[config.mk]
export PLATFORM = sky130hd
export DESIGN_NAME = brick_field_ctrl
export DESIGN_NICKNAME = d
export VERILOG_FILES = /design/src/rtl/brick_pkg.sv /design/src/rtl/brick_hit_detect.sv /design/src/rtl/brick_field_ctrl.sv
export SDC_FILE = /design/constraint.sdc
export NUM_CORES = 1
export LEC_CHECK = 0
export ABC_CLOCK_PERIOD_IN_PS = 5500
export BUFFER_PORTS_ARGS = -buffer_cell sky130_fd_sc_hd__buf_2
export CORE_ASPECT_RATIO = 1.2
export CORE_MARGIN = 3
export CORE_UTILIZATION = 50
export DETAILED_ROUTE_END_ITERATION = 12
export PLACE_DENSITY = 0.69
export SLEW_MARGIN = 30
export SYNTH_ARGS = -nofsm -noshare
export SYNTH_HDL_FRONTEND = slang
export SYNTH_HIERARCHICAL = 1
export SYNTH_SLANG_ARGS = --single-unit
[constraint.sdc]
create_clock -name clk_i -period 5.5 [get_ports clk_i]
set_input_delay 0 -clock clk_i [delete_from_list [all_inputs] [get_ports clk_i]]
set_output_delay 0 -clock clk_i [all_outputs]
set_load 0.02 [all_outputs]
[src/rtl/brick_pkg.sv]
// Shared types and widths for the brick field game core: FSM state encoding,
// coordinate/arithmetic widths and a zero-extension helper for overlap math.
package brick_pkg;

  localparam int COORD_W = 9;
  localparam int ARITH_W = 11;
  localparam int SCORE_W = 16;

  typedef enum logic [2:0] {
    ST_IDLE,
    ST_PLAY,
    ST_PAUSE,
    ST_WIN,
    ST_LOSE
  } state_e;

  // Screen coordinates are widened so box edges never wrap.
  function automatic logic [ARITH_W-1:0] to_arith(input logic [COORD_W-1:0] v);
    return {{(ARITH_W-COORD_W){1'b0}}, v};
  endfunction

endpackage

[src/rtl/brick_hit_detect.sv]
// Ball/brick box overlap for every grid cell plus a lowest-index priority
// encoder over the cells that are currently allowed to register a hit.
module brick_hit_detect
  import brick_pkg::*;
#(
  parameter int NUM_COLS   = 6,
  parameter int NUM_ROWS   = 2,
  parameter int ORIGIN_X   = 134,
  parameter int COL_PITCH  = 63,
  parameter int BRICK_W    = 60,
  parameter int BRICK_H    = 20,
  parameter int BALL_SZ    = 8,
  localparam int NUM_BRICKS = NUM_ROWS * NUM_COLS,
  localparam int IDX_W      = (NUM_BRICKS > 1) ? $clog2(NUM_BRICKS) : 1
) (
  input  logic [COORD_W-1:0]    ball_x_i,
  input  logic [COORD_W-1:0]    ball_y_i,
  input  logic [COORD_W-1:0]    field_y_i,
  input  logic [NUM_BRICKS-1:0] enable_i,
  output logic [NUM_BRICKS-1:0] overlap_o,
  output logic                  hit_any_o,
  output logic [IDX_W-1:0]      hit_idx_o
);

  logic [ARITH_W-1:0]    bx_lo, bx_hi, by_lo, by_hi;
  logic [NUM_BRICKS-1:0] cand;

  assign bx_lo = to_arith(ball_x_i);
  assign bx_hi = bx_lo + ARITH_W'(BALL_SZ);
  assign by_lo = to_arith(ball_y_i);
  assign by_hi = by_lo + ARITH_W'(BALL_SZ);

  for (genvar gi = 0; gi < NUM_BRICKS; gi++) begin : g_brick
    localparam int ROW = gi / NUM_COLS;
    localparam int COL = gi % NUM_COLS;
    logic [ARITH_W-1:0] x_lo, y_lo;

    assign x_lo = ARITH_W'(ORIGIN_X + COL * COL_PITCH);
    assign y_lo = to_arith(field_y_i) + ARITH_W'(ROW * BRICK_H);
    assign overlap_o[gi] = (bx_lo < x_lo + ARITH_W'(BRICK_W)) && (bx_hi > x_lo) &&
                           (by_lo < y_lo + ARITH_W'(BRICK_H)) && (by_hi > y_lo);
  end

  assign cand = overlap_o & enable_i;

  // Scan downwards so the lowest set index is the last one written.
  always_comb begin
    hit_any_o = 1'b0;
    hit_idx_o = '0;
    for (int i = NUM_BRICKS - 1; i >= 0; i--) begin
      if (cand[i]) begin
        hit_any_o = 1'b1;
        hit_idx_o = IDX_W'(i);
      end
    end
  end

endmodule

[src/rtl/brick_field_ctrl.sv]
// Brick field game core: existence bitmap, timed descent, hit scoring, lives
// and the IDLE/PLAY/PAUSE/WIN/LOSE state machine. Define BRICK_HP_EN for
// two-hit bricks with per-brick re-arm once the ball leaves the brick.
module brick_field_ctrl
  import brick_pkg::*;
#(
  parameter int NUM_COLS   = 6,
  parameter int NUM_ROWS   = 2,
  parameter int ORIGIN_X   = 134,
  parameter int COL_PITCH  = 63,
  parameter int BRICK_W    = 60,
  parameter int BRICK_H    = 20,
  parameter int DROP_PX    = 20,
  parameter int DROP_TICKS = 50000000,
  parameter int DEATH_Y    = 400,
  parameter int BALL_SZ    = 8,
  parameter int MAX_LIVES  = 3,
  localparam int NUM_BRICKS = NUM_ROWS * NUM_COLS,
  localparam int IDX_W      = (NUM_BRICKS > 1) ? $clog2(NUM_BRICKS) : 1
) (
  input  logic                  clk_i,
  input  logic                  rst_ni,
  input  logic                  start_ni,
  input  logic [COORD_W-1:0]    ball_x_i,
  input  logic [COORD_W-1:0]    ball_y_i,
  input  logic                  ball_lost_i,
  output logic [NUM_BRICKS-1:0] bricks_exist_o,
  output logic [COORD_W-1:0]    field_y_o,
  output logic                  hit_valid_o,
  output logic [IDX_W-1:0]      hit_idx_o,
  output logic [SCORE_W-1:0]    score_o,
  output logic [1:0]            lives_o,
  output logic                  playing_o,
  output logic                  game_over_o,
  output logic                  victory_o
);

  localparam int                 CNT_W      = (DROP_TICKS > 1) ? $clog2(DROP_TICKS) : 1;
  localparam logic [CNT_W-1:0]   CNT_LAST   = CNT_W'(DROP_TICKS - 1);
  localparam logic [1:0]         LIVES_INIT = 2'(MAX_LIVES);
  localparam logic [ARITH_W-1:0] FIELD_MAX  = ARITH_W'((1 << COORD_W) - 1);

  state_e                state_q;
  logic [NUM_BRICKS-1:0] exist_q, exist_d, enable, ball_overlap, hit_onehot, kill;
  logic [COORD_W-1:0]    field_y_q, field_y_d;
  logic [ARITH_W-1:0]    field_sum;
  logic [CNT_W-1:0]      cnt_q;
  logic                  hit_any, hit_valid_q;
  logic [IDX_W-1:0]      hit_idx, hit_idx_q;
  logic [SCORE_W-1:0]    score_q;
  logic [1:0]            lives_q;
  logic                  playing_q, game_over_q, victory_q;
  logic [NUM_ROWS-1:0]   row_dead;
  logic                  death;

  brick_hit_detect #(
    .NUM_COLS  (NUM_COLS),
    .NUM_ROWS  (NUM_ROWS),
    .ORIGIN_X  (ORIGIN_X),
    .COL_PITCH (COL_PITCH),
    .BRICK_W   (BRICK_W),
    .BRICK_H   (BRICK_H),
    .BALL_SZ   (BALL_SZ)
  ) u_hit (
    .ball_x_i  (ball_x_i),
    .ball_y_i  (ball_y_i),
    .field_y_i (field_y_q),
    .enable_i  (enable),
    .overlap_o (ball_overlap),
    .hit_any_o (hit_any),
    .hit_idx_o (hit_idx)
  );

  assign hit_onehot = hit_any ? (NUM_BRICKS'(1) << hit_idx) : '0;
  assign exist_d    = exist_q & ~kill;

`ifdef BRICK_HP_EN
  logic [NUM_BRICKS-1:0][1:0] hp_q;
  logic [NUM_BRICKS-1:0]      armed_q, last_hp;

  for (genvar gi = 0; gi < NUM_BRICKS; gi++) begin : g_hp
    assign last_hp[gi] = (hp_q[gi] == 2'd1);
  end

  // A brick re-arms only on a cycle where the ball does not touch it.
  always_ff @(posedge clk_i or negedge rst_ni) begin
    if (!rst_ni) begin
      hp_q    <= {NUM_BRICKS{2'd2}};
      armed_q <= '1;
    end else if (state_q == ST_IDLE) begin
      hp_q    <= {NUM_BRICKS{2'd2}};
      armed_q <= '1;
    end else begin
      armed_q <= (armed_q | ~ball_overlap) & ~hit_onehot;
      for (int i = 0; i < NUM_BRICKS; i++) begin
        if (hit_onehot[i]) hp_q[i] <= hp_q[i] - 2'd1;
      end
    end
  end

  assign kill   = hit_onehot & last_hp;
  assign enable = exist_q & armed_q & {NUM_BRICKS{state_q == ST_PLAY}};
`else
  logic unused_overlap;
  assign unused_overlap = ^ball_overlap;
  assign kill   = hit_onehot;
  assign enable = exist_q & {NUM_BRICKS{state_q == ST_PLAY}};
`endif

  for (genvar gi = 0; gi < NUM_ROWS; gi++) begin : g_row
    logic [ARITH_W-1:0] bottom;
    assign bottom       = to_arith(field_y_q) + ARITH_W'((gi + 1) * BRICK_H);
    assign row_dead[gi] = (|exist_q[gi*NUM_COLS +: NUM_COLS]) && (bottom >= ARITH_W'(DEATH_Y));
  end
  assign death = |row_dead;

  assign field_sum = to_arith(field_y_q) + ARITH_W'(DROP_PX);
  assign field_y_d = (field_sum > FIELD_MAX) ? '1 : field_sum[COORD_W-1:0];

  always_ff @(posedge clk_i or negedge rst_ni) begin
    if (!rst_ni) begin
      state_q     <= ST_IDLE;
      exist_q     <= '1;
      field_y_q   <= '0;
      cnt_q       <= '0;
      hit_valid_q <= 1'b0;
      hit_idx_q   <= '0;
      score_q     <= '0;
      lives_q     <= LIVES_INIT;
      playing_q   <= 1'b0;
      game_over_q <= 1'b0;
      victory_q   <= 1'b0;
    end else begin
      hit_valid_q <= 1'b0;
      case (state_q)
        ST_IDLE: begin
          exist_q   <= '1;
          field_y_q <= '0;
          cnt_q     <= '0;
          score_q   <= '0;
          lives_q   <= LIVES_INIT;
          if (!start_ni) begin
            state_q   <= ST_PLAY;
            playing_q <= 1'b1;
          end
        end
        ST_PLAY: begin
          if (hit_any) begin
            hit_valid_q <= 1'b1;
            hit_idx_q   <= hit_idx;
          end
          exist_q <= exist_d;
          if ((|kill) && (score_q != '1)) score_q <= score_q + SCORE_W'(1);
          if (cnt_q == CNT_LAST) begin
            cnt_q     <= '0;
            field_y_q <= field_y_d;
          end else begin
            cnt_q <= cnt_q + CNT_W'(1);
          end
          if (ball_lost_i) lives_q <= lives_q - 2'd1;
          // Loss outranks a same-cycle clear, which outranks a plain pause.
          if (death || (ball_lost_i && (lives_q == 2'd1))) begin
            state_q     <= ST_LOSE;
            playing_q   <= 1'b0;
            game_over_q <= 1'b1;
          end else if (exist_d == '0) begin
            state_q   <= ST_WIN;
            playing_q <= 1'b0;
            victory_q <= 1'b1;
          end else if (ball_lost_i) begin
            state_q   <= ST_PAUSE;
            playing_q <= 1'b0;
          end
        end
        ST_PAUSE: begin
          if (!start_ni) begin
            state_q   <= ST_PLAY;
            playing_q <= 1'b1;
          end
        end
        default: ;
      endcase
    end
  end

  assign bricks_exist_o = exist_q;
  assign field_y_o      = field_y_q;
  assign hit_valid_o    = hit_valid_q;
  assign hit_idx_o      = hit_idx_q;
  assign score_o        = score_q;
  assign lives_o        = lives_q;
  assign playing_o      = playing_q;
  assign game_over_o    = game_over_q;
  assign victory_o      = victory_q;

endmodule

==> impl_metrics.yaml, run 1 <==
timing:
  slew_violations: 0
  report.final.hold_viol_count: 0
  finalCriticalPeriod_ns: 5.01
  fmax_ghz: 0.200
  relSlewSlack_pct: 34.8
  rsz0062_at_grt: "no"
  final-setup-viol-count: 0
  period_share_pct: 91.1
  finalSetupTns_ns: 0
  worst_pin_slew_ns: 0.975
  clock_skew_ns: 0.00710
die:
  core_um2: 12200
  initial_utilization_pct: 51.5
  die_h_um: 129
  dieWidth_um: 108
  pin_count: 69
  die-area_um2: 14000
  row_count: 44
finish:
  final_util_pct: 57.6
  layout-drive-gt1-share_pct: 18.7
  final_common_cell: "nand2_1"
  nets: 864
  area.growth.synth_to_final_pct: 11.7
  fillers: 1143
  insertedDiodeCount: 0
  layout_common_cells: "nand2_1 (75), buf_2 (67), o21ai_0 (64)"
  final_cells: 965
detailed_routing:
  ant_nets: 0
  drc: 0
  drt_iter0_markers: 468
  routedWlPerCell_um: 17.1
  drtPass1Iterations: 5
  via_per_inst: 6.28
  dr_total_vias: 6056
  drt-total-wl_um: 16500
min_path:
  hp-start: "start_ni"
  hold_depth: 4
  hp-class: "in -> reg"
clock_network:
  clk_path_buf_depth: 2
  clock_latency_ns: 0.34
  clock_sinks: 75
  clk_pin_slew_ns: 0.06
  clock_tree.root_cell: "clkbuf_16"
  cts_tree: "yes"
  cts_buffers: 9
  htree_num_levels: 3
run:
  maxCapViolations: 0
placement:
  hpwl_um: 12200
  place_inst: 947
  io_buffers: 68
  gp_congestion: 0.917
pwr:
  p_leak_nw: 2.95
  p_per_area_nw_per_um2: 180
  ir_drop_v: 0.000153
logic_synthesis:
  synth_warnings: 6
  syn_area_um2: 6300
  syn_nets: 816
  synthCells: 751
  syn_area_per_cell_um2: 8.39
setup_path:
  worstPathMaxFanout: 15
  crit_required_ns: 5.72
  critPathLaunchType: "flop"
  rr_startpoint: "field_y_o[2]$_DFFE_PN0P_"
  critical_path.startpoint: "field_y_o[2]$_DFFE_PN0P_"
  cp-end-kind: "flop"
  crit_type: "reg -> reg"
  worstPathArrival_ns: 5.23
  r2r_cells: 17
global_routing:
  grt_overflow: 0
  grt_max_degree: 76
  grt_pass1_wl_um: 27200
  grtUsageTotal_pct: 23.8
  grt_pass1_vias: 5789
  antenna_found_initial: 0
status:
  status: "completed"
## path summary, 6_finish.rpt
path	end	slack, ns
min in group asynchronous	score_o[1]$_DFFE_PN0P_	0.24
hold reg to reg	victory_o$_DFFE_PN0P_	0.47
max in group asynchronous	cnt_q[11]$_DFFE_PN0P_	4.77
hold / removal	state_q[1]$_DFFE_PN0P_	0.07
setup reg to reg	playing_o$_DFFE_PN0P_	0.49
setup / recovery	playing_o$_DFFE_PN0P_	0.49
## worst max-delay path, stage by stage, from the launching register on
cell,delay (ns)
dfrtp_1,0.64
ha_1,0.39
xor2_1,0.40
a21o_1,0.22
xnor2_1,0.12
ha_1,0.27
a211oi_1,0.28
o211ai_1,0.13
nor2_1,0.14
a211oi_1,0.07
or2_2,0.30
o31ai_2,0.71
nor2b_1,0.30
a221o_1,0.17
nand3_1,0.12
nor4_4,0.34
nor2_1,0.07
a31o_1,0.22
## sequential cells by signal, summed over array words and instances (netlist names)
signal,count
hit_valid_o,1
score_o,16
field_y_o,8
bricks_exist_o,12
victory_o,1
playing_o,1
lives_o,2
cnt_q,26
game_over_o,1
state_q,3
hit_idx_o,4
## timing repair
action	4_1_cts	5_1_grt
setup endpoints to repair	0	10
endpoints found under the hold margin	63	0
setup buffers	0	0
hold buffers	2	0
gates resized for setup	0	2
## final cells by class
| cell class | instances | area (µm²) | share of cell area, % |
|---|---|---|---|
| Clock buffer | 10 | 239 | 3.40 |
| Inverter | 34 | 128 | 1.81 |
| Tap cell | 161 | 201 | 2.86 |
| Multi-Input combinational cell | 605 | 4100 | 58.3 |
| Timing Repair Buffer | 74 | 404 | 5.74 |
| Clock inverter | 6 | 65.1 | 0.925 |
| Sequential cell | 75 | 1890 | 26.9 |
## power by group
part	internal [mW]	switching, mW
clock network	0.363	0.236
logic	0.0423	0.0755
registers	0.552	0.000000000000000255
## metrics by stage
step                      setup WS [ns]  instance area [µm²]  power (mW)  hold slack, ns
after floorplan                   0.825                 6300       0.636          -0.296
after global placement            0.551                 6680       0.675           0.197
after detailed placement          0.392                 6700       0.677           0.207
after CTS                         0.367                 7020        1.28          0.0512
after global routing             0.0406                 7040        1.32          0.0760
final                             0.490                 7040        1.27          0.0678
## routing by layer
| metal | GRT usage (%) | vias up | routed length [µm] |
|---|---|---|---|
| li1 | - | 2890 | - |
| met1 | 29.1 | 2908 | 7070 |
| met2 | 40.7 | 206 | 8020 |
| met3 | 3.86 | 52 | 840 |
| met4 | 11.6 | 0 | 580 |
| met5 | 0 | - | 0 |
Note: power is estimated with default switching activity, not from simulation.
==> run 2: changes to the inputs <==
- RECOVER_POWER: not set -> 25
==> run 2 against run 1 <==
Effect of this change:
- wire length barely moved
- flip-flop and latch count did not move
- register-to-register slack improved by 0.02 ns
- sequential power barely moved
- clock power barely moved
- the run now ends with capacitance limit, slew limit left
- die area did not move
- global-route usage did not move
- hold slack got worse by 0.0010 ns
- final cell count did not move
- via count fell by 0.23%
- clock skew rose by 0.00067 ns
- setup slack improved by 0.016 ns
==> impl_metrics.yaml, run 2 (same netlist as run 1, synthesis figures left out) <==
clock_network:
  clk_path_buf_depth: 2
  clock_latency_ns: 0.34
  cts_buffers: 9
  htree_num_levels: 3
  clk_pin_slew_ns: 0.06
  clock_sinks: 75
  clock_tree.root_cell: "clkbuf_16"
  cts_tree: "yes"
global_routing:
  grt_overflow: 0
  grt_pass1_vias: 5789
  grt_pass1_wl_um: 27200
  antenna_found_initial: 0
  grt_max_degree: 76
  grtUsageTotal_pct: 23.8
setup_path:
  critPathLaunchType: "flop"
  regToRegEndpoint: "playing_o$_DFFE_PN0P_"
  cp-end-kind: "flop"
  crit_chain: "ha_1 > xor2_1 > a21o_1 > xnor2_1 > ha_1 > a211oi_1 > o211ai_1 > nor2_1 > a211oi_1 > nor2_1 > o2111ai_2 > o21ai_2 > nand3b_4 > a2111oi_0 > o21ai_0 > nor4_4 > nor2_1 > a31o_1"
  r2r_cells: 18
  worstPathMaxFanout: 15
  worstPathArrival_ns: 5.21
  r2r_slack_ns: 0.51
  crit_type: "reg -> reg"
  critical_path.max_stage_delay_ns: 0.64
  critPathTopFamily: "compound AO/OA/AOI/OAI gates"
  cp_slowest_cell: "dfrtp_1"
  worst-path-buf-inv: 0
  crit_top_cell: "nor2_1"
  crit_required_ns: 5.72
  rr_startpoint: "field_y_o[2]$_DFFE_PN0P_"
die:
  dieWidth_um: 108
  row_count: 44
  initial_utilization_pct: 51.5
  core_um2: 12200
  die-area_um2: 14000
  die_h_um: 129
  pin_count: 69
placement:
  io_buffers: 68
  gp_congestion: 0.917
  hpwl_um: 12200
  placed_cell_area_um2: 6700
timing:
  holdWs_ns: 0.0667
  period_share_pct: 90.8
  clock_skew_ns: 0.00777
  relSlewSlack_pct: -167
  rsz0062_at_grt: "no"
  fmax_ghz: 0.200
  finalCriticalPeriod_ns: 4.99
  finalSetupTns_ns: 0
  final-setup-viol-count: 0
  slew_violations: 76
  report.final.hold_viol_count: 0
  worst_pin_slew_ns: 4.00
finish:
  regMostFlops: "cnt_q"
  layout_common_cells: "nand2_1 (75), buf_2 (67), o21ai_0 (64)"
  nets: 864
  fin_area_um2: 7030
  largest_reg_flops: 26
  final_common_cell: "nand2_1"
  insertedDiodeCount: 0
  layout-drive-gt1-share_pct: 18.5
  area.growth.synth_to_final_pct: 11.6
min_path:
  hold_end: "state_q[1]$_DFFE_PN0P_"
  hp-class: "in -> reg"
  hp-start: "start_ni"
  hold_depth: 4
pwr:
  ir_drop_v: 0.000150
  p_per_area_nw_per_um2: 180
  p_leak_nw: 2.95
  total_power_mw: 1.27
detailed_routing:
  drc: 0
  via_per_inst: 6.26
  routedWlPerCell_um: 17.1
  dr_total_vias: 6042
  drt_iter0_markers: 458
  ant_nets: 0
  drtPass1Iterations: 6
  drt-total-wl_um: 16500
status:
  failed_checks: "capacitance limit, slew limit"
  status: "finished with violations"
run:
  maxCapViolations: 1
-- run 2: stage by stage --
stage	utilization (%)	instances	setup WS, ns
floorplan	-	751	0.825
global placement	54.6	946	0.551
detailed placement	54.8	947	0.392
CTS	57.4	965	0.367
global route	57.5	965	0.0406
finish	57.5	965	0.506
-- run 2: worst max-delay path by stage --
stage / startpoint / endpoint / slack (ns) / depth (start not counted)
5_1_grt: field_y_o[2]$_DFFE_PN0P_ / score_o[9]$_DFFE_PN0P_ / 0.04 / 19
6_report: field_y_o[2]$_DFFE_PN0P_ / playing_o$_DFFE_PN0P_ / 0.51 / 18
3_3_place_gp: field_y_o[2]$_DFFE_PN0P_ / state_q[1]$_DFFE_PN0P_ / 0.55 / 18
4_1_cts: field_y_o[2]$_DFFE_PN0P_ / state_q[1]$_DFFE_PN0P_ / 0.37 / 18
2_1_floorplan: field_y_o[3]$_DFFE_PN0P_ / playing_o$_DFFE_PN0P_ / 0.82 / 18
3_5_place_dp: field_y_o[2]$_DFFE_PN0P_ / state_q[1]$_DFFE_PN0P_ / 0.39 / 19
-- run 2: what timing repair did --
| item | CTS | global route |
|---|---|---|
| buffers inserted | 0 | 0 |
| endpoints found under the hold margin | 63 | 0 |
| hold buffers | 2 | 0 |
| setup endpoints to repair | 0 | 10 |
| gates resized for setup | 0 | 2 |
-- run 2: area by class of cell --
class | count | area [µm²]
Multi-Input combinational cell | 605 | 4100
Timing Repair Buffer | 74 | 397
Sequential cell | 75 | 1890
Clock buffer | 10 | 239
Clock inverter | 6 | 65.1
Tap cell | 161 | 201
Fill cell | 1144 | 5190
Inverter | 34 | 128
-- run 2: routing by layer --
layer	routed length [µm]	GRT usage, %
met2	8030	40.7
met1	7020	29.1
met3	843	3.86
met4	608	11.6
met5	0	0
-- run 2: worst min-delay path, stage by stage --
cell and delay (ns):
buf_2 0.09, nor3_1 0.06, nor2b_1 0.11, a31o_2 0.11
-- run 2: power breakdown --
group | switching (mW) | total (mW) | internal (mW) | leakage, nW
clock | 0.235 | 0.597 | 0.362 | 0.137
sequential | 0.000000000000000258 | 0.552 | 0.552 | 0.979
combinational | 0.0754 | 0.117 | 0.0418 | 1.83
